## src/rtl/hall_speed_detect.sv

```systemverilog
// Hall-sensor front end: synchronizer, debounce filter, windowed
// rising-edge counter and edge-to-edge period meter with stall detect.
module hall_speed_detect #(
    parameter int SAMPLE_CYCLES = 10_000_000,
    parameter int FILTER_CYCLES = 16,
    parameter int CNT_WIDTH     = 32
) (
    input  logic                 clk,
    input  logic                 resetn,
    input  logic                 SA,
    input  logic                 enable,
    output logic                 sa_filtered,
    output logic [CNT_WIDTH-1:0] edge_count,
    output logic                 count_valid,
    output logic [CNT_WIDTH-1:0] period
);

    localparam int WIN_W = $clog2(SAMPLE_CYCLES);
    localparam int FLT_W = $clog2(FILTER_CYCLES + 1);

    localparam logic [WIN_W-1:0] WIN_LAST  = WIN_W'(SAMPLE_CYCLES - 1);
    localparam logic [FLT_W-1:0] FLT_LIM   = FLT_W'(FILTER_CYCLES);
    localparam logic [63:0]      STALL_LIM = 64'(2 * longint'(SAMPLE_CYCLES));

    typedef enum logic {
        IDLE,
        RUN
    } per_state_t;

    logic                 sa_meta;
    logic                 sa_sync;
    logic                 sa_q;
    logic [FLT_W-1:0]     flt_cnt;
    logic [FLT_W-1:0]     flt_nxt;
    logic                 rise;

    logic [WIN_W-1:0]     win_cnt;
    logic                 win_end;
    logic [CNT_WIDTH-1:0] acc;
    logic [CNT_WIDTH-1:0] acc_inc;

    per_state_t           state;
    per_state_t           state_nxt;
    logic [CNT_WIDTH-1:0] per_cnt;
    logic [CNT_WIDTH-1:0] per_cnt_nxt;
    logic [CNT_WIDTH-1:0] per_inc;
    logic [CNT_WIDTH-1:0] period_nxt;
    logic                 stall;

    assign flt_nxt = flt_cnt + FLT_W'(1);
    assign rise    = sa_filtered & ~sa_q;

    always_ff @(posedge clk or negedge resetn) begin
        if (!resetn) begin
            sa_meta     <= 1'b0;
            sa_sync     <= 1'b0;
            sa_q        <= 1'b0;
            sa_filtered <= 1'b0;
            flt_cnt     <= '0;
        end else begin
            sa_meta <= SA;
            sa_sync <= sa_meta;
            sa_q    <= sa_filtered;
            if (sa_sync == sa_filtered) begin
                flt_cnt <= '0;
            end else if (flt_nxt == FLT_LIM) begin
                sa_filtered <= sa_sync;
                flt_cnt     <= '0;
            end else begin
                flt_cnt <= flt_nxt;
            end
        end
    end

    // Saturating so a fast motor pins at all-ones instead of wrapping
    assign acc_inc = (&acc) ? acc : acc + CNT_WIDTH'(1);
    assign win_end = enable && (win_cnt == WIN_LAST);

    always_ff @(posedge clk or negedge resetn) begin
        if (!resetn) begin
            win_cnt     <= '0;
            acc         <= '0;
            edge_count  <= '0;
            count_valid <= 1'b0;
        end else if (!enable) begin
            win_cnt     <= '0;
            acc         <= '0;
            count_valid <= 1'b0;
        end else begin
            count_valid <= win_end;
            if (win_end) begin
                win_cnt    <= '0;
                acc        <= '0;
                edge_count <= rise ? acc_inc : acc;
            end else begin
                win_cnt <= win_cnt + WIN_W'(1);
                if (rise) begin
                    acc <= acc_inc;
                end
            end
        end
    end

    assign per_inc = (&per_cnt) ? per_cnt : per_cnt + CNT_WIDTH'(1);
    assign stall   = (64'(per_cnt) == STALL_LIM);

    always_ff @(posedge clk or negedge resetn) begin
        if (!resetn) begin
            state   <= IDLE;
            per_cnt <= '0;
            period  <= '0;
        end else begin
            state   <= state_nxt;
            per_cnt <= per_cnt_nxt;
            period  <= period_nxt;
        end
    end

    // A rise in the stall cycle restarts the measurement instead
    always_comb begin
        state_nxt   = state;
        per_cnt_nxt = per_cnt;
        period_nxt  = period;
        if (!enable) begin
            state_nxt   = IDLE;
            per_cnt_nxt = '0;
        end else begin
            case (state)
                IDLE: begin
                    if (rise) begin
                        per_cnt_nxt = CNT_WIDTH'(1);
                        state_nxt   = RUN;
                    end
                end
                RUN: begin
                    if (rise) begin
                        period_nxt  = per_cnt;
                        per_cnt_nxt = CNT_WIDTH'(1);
                    end else if (stall) begin
                        period_nxt  = '0;
                        per_cnt_nxt = '0;
                        state_nxt   = IDLE;
                    end else begin
                        per_cnt_nxt = per_inc;
                    end
                end
                default: state_nxt = IDLE;
            endcase
        end
    end

endmodule

```

## config.mk

```make
export PLATFORM = sky130hd
export DESIGN_NAME = hall_speed_detect
export DESIGN_NICKNAME = d
export VERILOG_FILES = /design/src/rtl/hall_speed_detect.sv
export SDC_FILE = /design/constraint.sdc
export NUM_CORES = 1
export LEC_CHECK = 0
export ABC_AREA = 1
export ABC_CLOCK_PERIOD_IN_PS = 2200
export CORE_MARGIN = 1
export CORE_UTILIZATION = 59
export CTS_CLUSTER_DIAMETER = 200
export DETAILED_ROUTE_END_ITERATION = 8
export PLACE_DENSITY = 0.81
export SLEW_MARGIN = 20
export SYNTH_ARGS = -nofsm -noshare
export SYNTH_HDL_FRONTEND = slang
export SYNTH_SLANG_ARGS = --single-unit
```

## constraint.sdc

```tcl
create_clock -name clk -period 2.2 [get_ports clk]
set_input_delay 0.22 -clock clk [delete_from_list [all_inputs] [get_ports clk]]
set_output_delay 0.22 -clock clk [all_outputs]
set_load 0.03 [all_outputs]
```

; Word level (Yosys, flattened, before mapping)
; Index checks and enable logic that the tools add are counted.
[word_totals]
ff_bits = 163
in_bits = 4
out_inout_bits = 66
wordCells = 56
[classes]
addsub = 4
eq_ne = 6
mux = 22
bitwise_logic = 4
n_reduce_logical = 8
[ops]
columns = op, n
row1 = two-way mux 32 bit, 11
row2 = adder 32 x 1 -> 32 bit (second input constant), 2
row3 = case mux 32 bit (2 select lines), 1
row4 = AND reduction 32 bit, 2
row5 = two-way mux 24 bit, 2
row6 = == test 32 x 25 -> 1 bit (second input constant), 1
row7 = adder 24 x 1 -> 24 bit (second input constant), 1
row8 = == test 24 bit (second input constant), 1
row9 = two-way mux 5 bit, 2
row10 = AND reduction 2 bit, 3
row11 = adder 5 x 1 -> 5 bit (second input constant), 1
row12 = == test 5 bit (second input constant), 1
row13 = two-way mux 1 bit, 5
row14 = inequality test 5 bit (second input constant), 1
row15 = inequality test 3 bit (second input constant), 1
row16 = inverter 1 bit, 3
row17 = AND reduction 3 bit, 1
row18 = case mux 1 bit (2 select lines), 1
row19 = nonzero test 2 bit, 1
row20 = bitwise AND 1 bit, 1
row21 = == test 1 bit, 1
row22 = logical AND 1 bit, 1

; Longest topological paths before layout
[depth]
word_depth = 6
depth_mapped = 12
ltp_nobuf = 11

; Worst setup path after synthesis
; No wires, ideal clock.
[synth_timing]
kind = flip-flop to flip-flop
from = register sa_filtered
to = register edge_count[20]
setup_ps = 117
t_arrival_ps = 1593
required_ps = 2083
slack_ps = 491
path_stages_with_launch = 10
path_buffers = 0
synth_period_minus_slack_ps = 1709
path_cell_list = dfrtp_1 -> nand2_2 -> nor2_1 -> nand3_1 -> nor2_1 -> nand3_1 -> nand2_1 -> nand2_1 -> nand2_1 -> nand2_1
[synth_between]
elab_chain_len = 2
[synth_lines]
columns = element, line
row1 = start: declaration, 12  ; output logic sa_filtered,
row2 = start signal: assignment, 67  ; sa_filtered <= sa_sync;
row3 = bitwise AND 1 bit, 51  ; assign rise = sa_filtered & ~sa_q;
row4 = two-way mux 32 bit, n/a
row5 = end signal: assignment, 94  ; edge_count <= rise ? acc_inc : acc;
row6 = end: declaration, 13  ; output logic [CNT_WIDTH-1:0] edge_count,
; Every way passes these cells.
; A chain may end at the register's enable or synchronous reset.

; Worst setup path after layout
[layout_timing]
from = register per_cnt[1]
to = register per_cnt[5]
[layout_between]
elab_chain_len = 6
elab_cells_between_ends = 10
classes_between = 1 x add/sub / 2 x eq/ne / 5 x mux / 2 x reduce/logical
[layout_lines]
columns = element, line
row1 = start: declaration, 44  ; logic [CNT_WIDTH-1:0] per_cnt;
row2 = start signal: assignment, 114  ; per_cnt <= per_cnt_nxt;
row3 = adder 32 x 1 -> 32 bit, 104  ; assign per_inc = (&per_cnt) ? per_cnt : per_cnt + CNT_WIDTH'(1);
row4 = two-way mux 32 bit, 104
row5 = two-way mux 32 bit, 139  ; end else if (stall) begin
row6 = two-way mux 32 bit, 136  ; if (rise) begin
row7 = case mux 32 bit (2 select lines), 128  ; case (state)
row8 = two-way mux 32 bit, 124  ; if (!enable) begin
; Parallel ways exist; a longest one is shown, timed or not. The select of a mux whose other input is x is not followed.

==> key figures <==
CTS
  – CTS tree: built
  – Sink Count: 163
  – H-tree Lvls: 4
  – CTS max path bufs: 2
  – Cts bufs inserted: 17
  – Worst-Skew Late Latency: 0.43 ns
  – Root buf cell: clkbuf_16
  – Clock Pin Slew Worst Setup and Hold Paths: 0.06 ns

STA
  – Worst slew pin tran: about 0.56 ns
  – Final period util: 93.4%
  – Clock Skews: 0.00506 ns
  – Slew margin rel.: roughly 63%
  – Fin crit period: roughly 2.1 ns
  – Setup_tns: 0 ns
  – Final setup fails: 0
  – Max Freq: 486 MHz
  – Hold Fails Final Rpt: 0
  – Slew Viols, Final: 0
  – RSZ-0062 raised after global routing: false

Route
  – Total number of vias: 8212
  – First-pass DRT Iterations: 6
  – DRT iter0 DRCs: ~700
  – Routed len/inst: between 15 and 20 um
  – Total wire length: 22.3 mm
  – Vias/cell: 5.53
  – Routed Antenna Nets: 0
  – DRC: 0

GRT
  – Overflow after GRT: 0
  – Vias in the first global route: around 7600
  – Overall Global Routing Usage: roughly 31%
  – Initial antenna violation count: 0
  – Largest net degree at the start of global routing: 57
  – First-pass GRT wire length: roughly 36 mm

Synthesis
  – Register bit total from synthesis: roughly 160
  – Post-synthesis mux area share: 0%
  – Syn Nets: between 1000 and 1500
  – Synth Area in XOR/XNOR: ~3.4%
  – Yosys cell types: 36
  – Synth Area in Simple Gates: 37.1%
  – Mapped Cells: ~1200
  – Adder-Cell Fraction of Synth Area: 0.711%
  – Synth Area per Inst: around 7.3 um^2
  – Main combinational cell family by area after synthesis: simple AND/OR/NAND/NOR gates
  – Yosys warns: 0
  – Synth Area in Compound Gates: 5.40%
  – Sequential area share after synthesis: 46.4%
  – Synthesized cell area: 8800 um^2

Die
  – Die Y: 124 um
  – Die Wd: 124 um
  – Die Area: 15400 um^2
  – Initial core utilization: about 61%
  – Rows: 44
  – Core Region: approximately 15000 um^2
  – Ports: 70

Setup path
  – Reg2reg path depth: 10
  – R2r startpoint: per_cnt[1]
  – CP Class: register to register
  – Worst Setup SP: per_cnt[1]
  – CP endpoint kind: register
  – Worst Path Arrival: ~2.4 ns
  – Req. time, crit path: 2.51 ns
  – Max FO, Critical Path: 14
  – Setup crit start kind: register

Final layout
  – Commonest non-fill, non-tap cells in the layout: 390 x nand2_1, 166 x nor2_1, 163 x dfrtp_1
  – Post-layout instance area: 10400 um^2
  – Share of cells above drive strength 1: 6.68%
  – Commonest non-fill, non-tap cell in the layout: nand2_1
  – Diodes inserted: 0
  – Area Growth Syn to Fin: 17.9%
  – Net count, final: 1302

Place
  – RePlAce Congestion: 0.969
  – HPWL Detailed: 16.4 mm
  – Port buffer count: 69
  – Placed cell area: between 9000 and 10000 um^2

Power
  – Clock power frac: a little under half
  – Pwr Density: ~560 nW/um^2
  – Maximum VDD drop: about 0.47 mV
  – Leakage: 4.64 nW
  – Int Pwr: ~4.6 mW
  – Flop pwr share: 51.6%
  – Switching Share: 21.4%
  – Fraction of power consumed by combinational cells: 2.7%
  – P_sw: ~1.3 mW

Flow run
  – Count of max-cap constraint violations: 0

Hold path
  – HP Class: input pin to register
  – HP Start: SA
  – WHS Path Cells: 1

Status
  – Status: finished clean
-- layer usage --
| layer | global-route usage (%) | share of wire, % | vias to the layer above |
|---|---|---|---|
| li1 | - | - | 4009 |
| met1 | 40.6 | 44 | 3876 |
| met2 | 51.2 | 48 | 278 |
| met3 | 4.67 | 4.9 | 49 |
| met4 | 12.9 | 2.9 | 0 |
| met5 | 0 | 0 | - |
-- worst paths after layout --
path	endpoint	slack, ns
max	per_cnt[5]	0.14
min	sa_meta	0.23
max reg2reg	per_cnt[5]	0.14
min reg2reg	sa_sync	0.35
max in group asynchronous	per_cnt[16]	1.20
min in group asynchronous	flt_cnt[0]	0.32
-- power by group through the flow --
| stage | registers [mW] | logic (mW) | clock network (mW) |
|---|---|---|---|
| 2_1_floorplan | 3.07 | 0.0580 | 0 |
| 3_3_place_gp | 3.07 | 0.157 | 0 |
| 3_5_place_dp | 3.08 | 0.160 | 0 |
| 4_1_cts | 3.02 | 0.162 | 2.70 |
| 5_1_grt | 3.02 | 0.180 | 2.84 |
| 6_report | 3.02 | 0.157 | 2.68 |
-- cell usage after synthesis --
cell type	instances	share of area [%]
nor4_1	2	0.14
ha_1	5	0.71
nor2_2	3	0.21
and2_1	1	0.071
nand2_1	391	17
nor2_4	3	0.38
nand2b_1	1	0.071
a21o_1	2	0.17
nand4_1	39	2.8
nor2_1	166	7.1
o21ai_0	55	3.1
o22ai_2	1	0.14
nor3_1	28	1.6
nand3_1	106	6.0
or2_2	2	0.14
xnor2_1	9	0.90
nand2_4	2	0.26
inv_2	1	0.043
nor4_2	1	0.14
inv_1	120	5.1
buf_6	1	0.13
buf_2	16	0.91
o21bai_1	2	0.17
a21oi_1	14	0.80
buf_1	1	0.043
buf_4	3	0.26
nand3_2	4	0.46
o21ai_1	7	0.40
nor3b_1	4	0.34
nand3b_1	3	0.26
nand4_2	2	0.28
dfrtp_1	163	46
xor2_1	25	2.5
clkbuf_1	12	0.51
o21ai_2	6	0.60
nand2_2	3	0.21
-- stage by stage --
stage	power [mW]	hold slack, ns	instances	utilization (%)	setup slack, ns
floorplan	3.13	-0.0756	1204	-	0.491
global placement	3.23	0.226	1455	67.6	0.231
detailed placement	3.24	0.226	1455	67.6	0.189
CTS	5.88	0.227	1484	71.2	0.166
global route	6.04	0.221	1486	71.3	0.000520
finish	5.86	0.231	1486	71.3	0.144
-- state kept, by name, summed over array words and instances, names as in the netlist --
name / flops
sa_sync: 1
period: 32
sa_meta: 1
win_cnt: 24
per_cnt: 32
edge_count: 32
acc: 32
sa_filtered: 1
state: 1
flt_cnt: 5
count_valid: 1
sa_q: 1
-- cell families (layout without fill, tap and decap cells) --
family	after synthesis	count (layout)
simple gates	761	761
buf+inv	154	252
xor+xnor	34	34
compound gates	87	87
fa+ha+maj	5	5
flops	163	163
-- critical path, cell delays in order, from the launching register on --
cell	delay, ns
dfrtp_1	0.40
ha_1	0.24
inv_1	0.12
nor2_4	0.21
nand2_2	0.12
nor2_4	0.16
nand3_2	0.14
nand2_4	0.18
nand2_4	0.17
nand3_1	0.14
o21ai_2	0.06
-- final cells by class --
class	instances	area, um^2
fillers	1224	4160
multi-input cells	887	4110
flip-flops and latches	163	4080
repair buffers	103	987
clock buffers	22	454
inverters	121	454
well taps	184	230
clock inverters	6	60.1
-- timing repair --
action,CTS,global route
buffers inserted,0,2
gates resized for setup,0,1
hold buffers,1,0
setup endpoints to repair,0,4
endpoints found under the hold margin,51,0
Power figures use the tool's default switching activity.
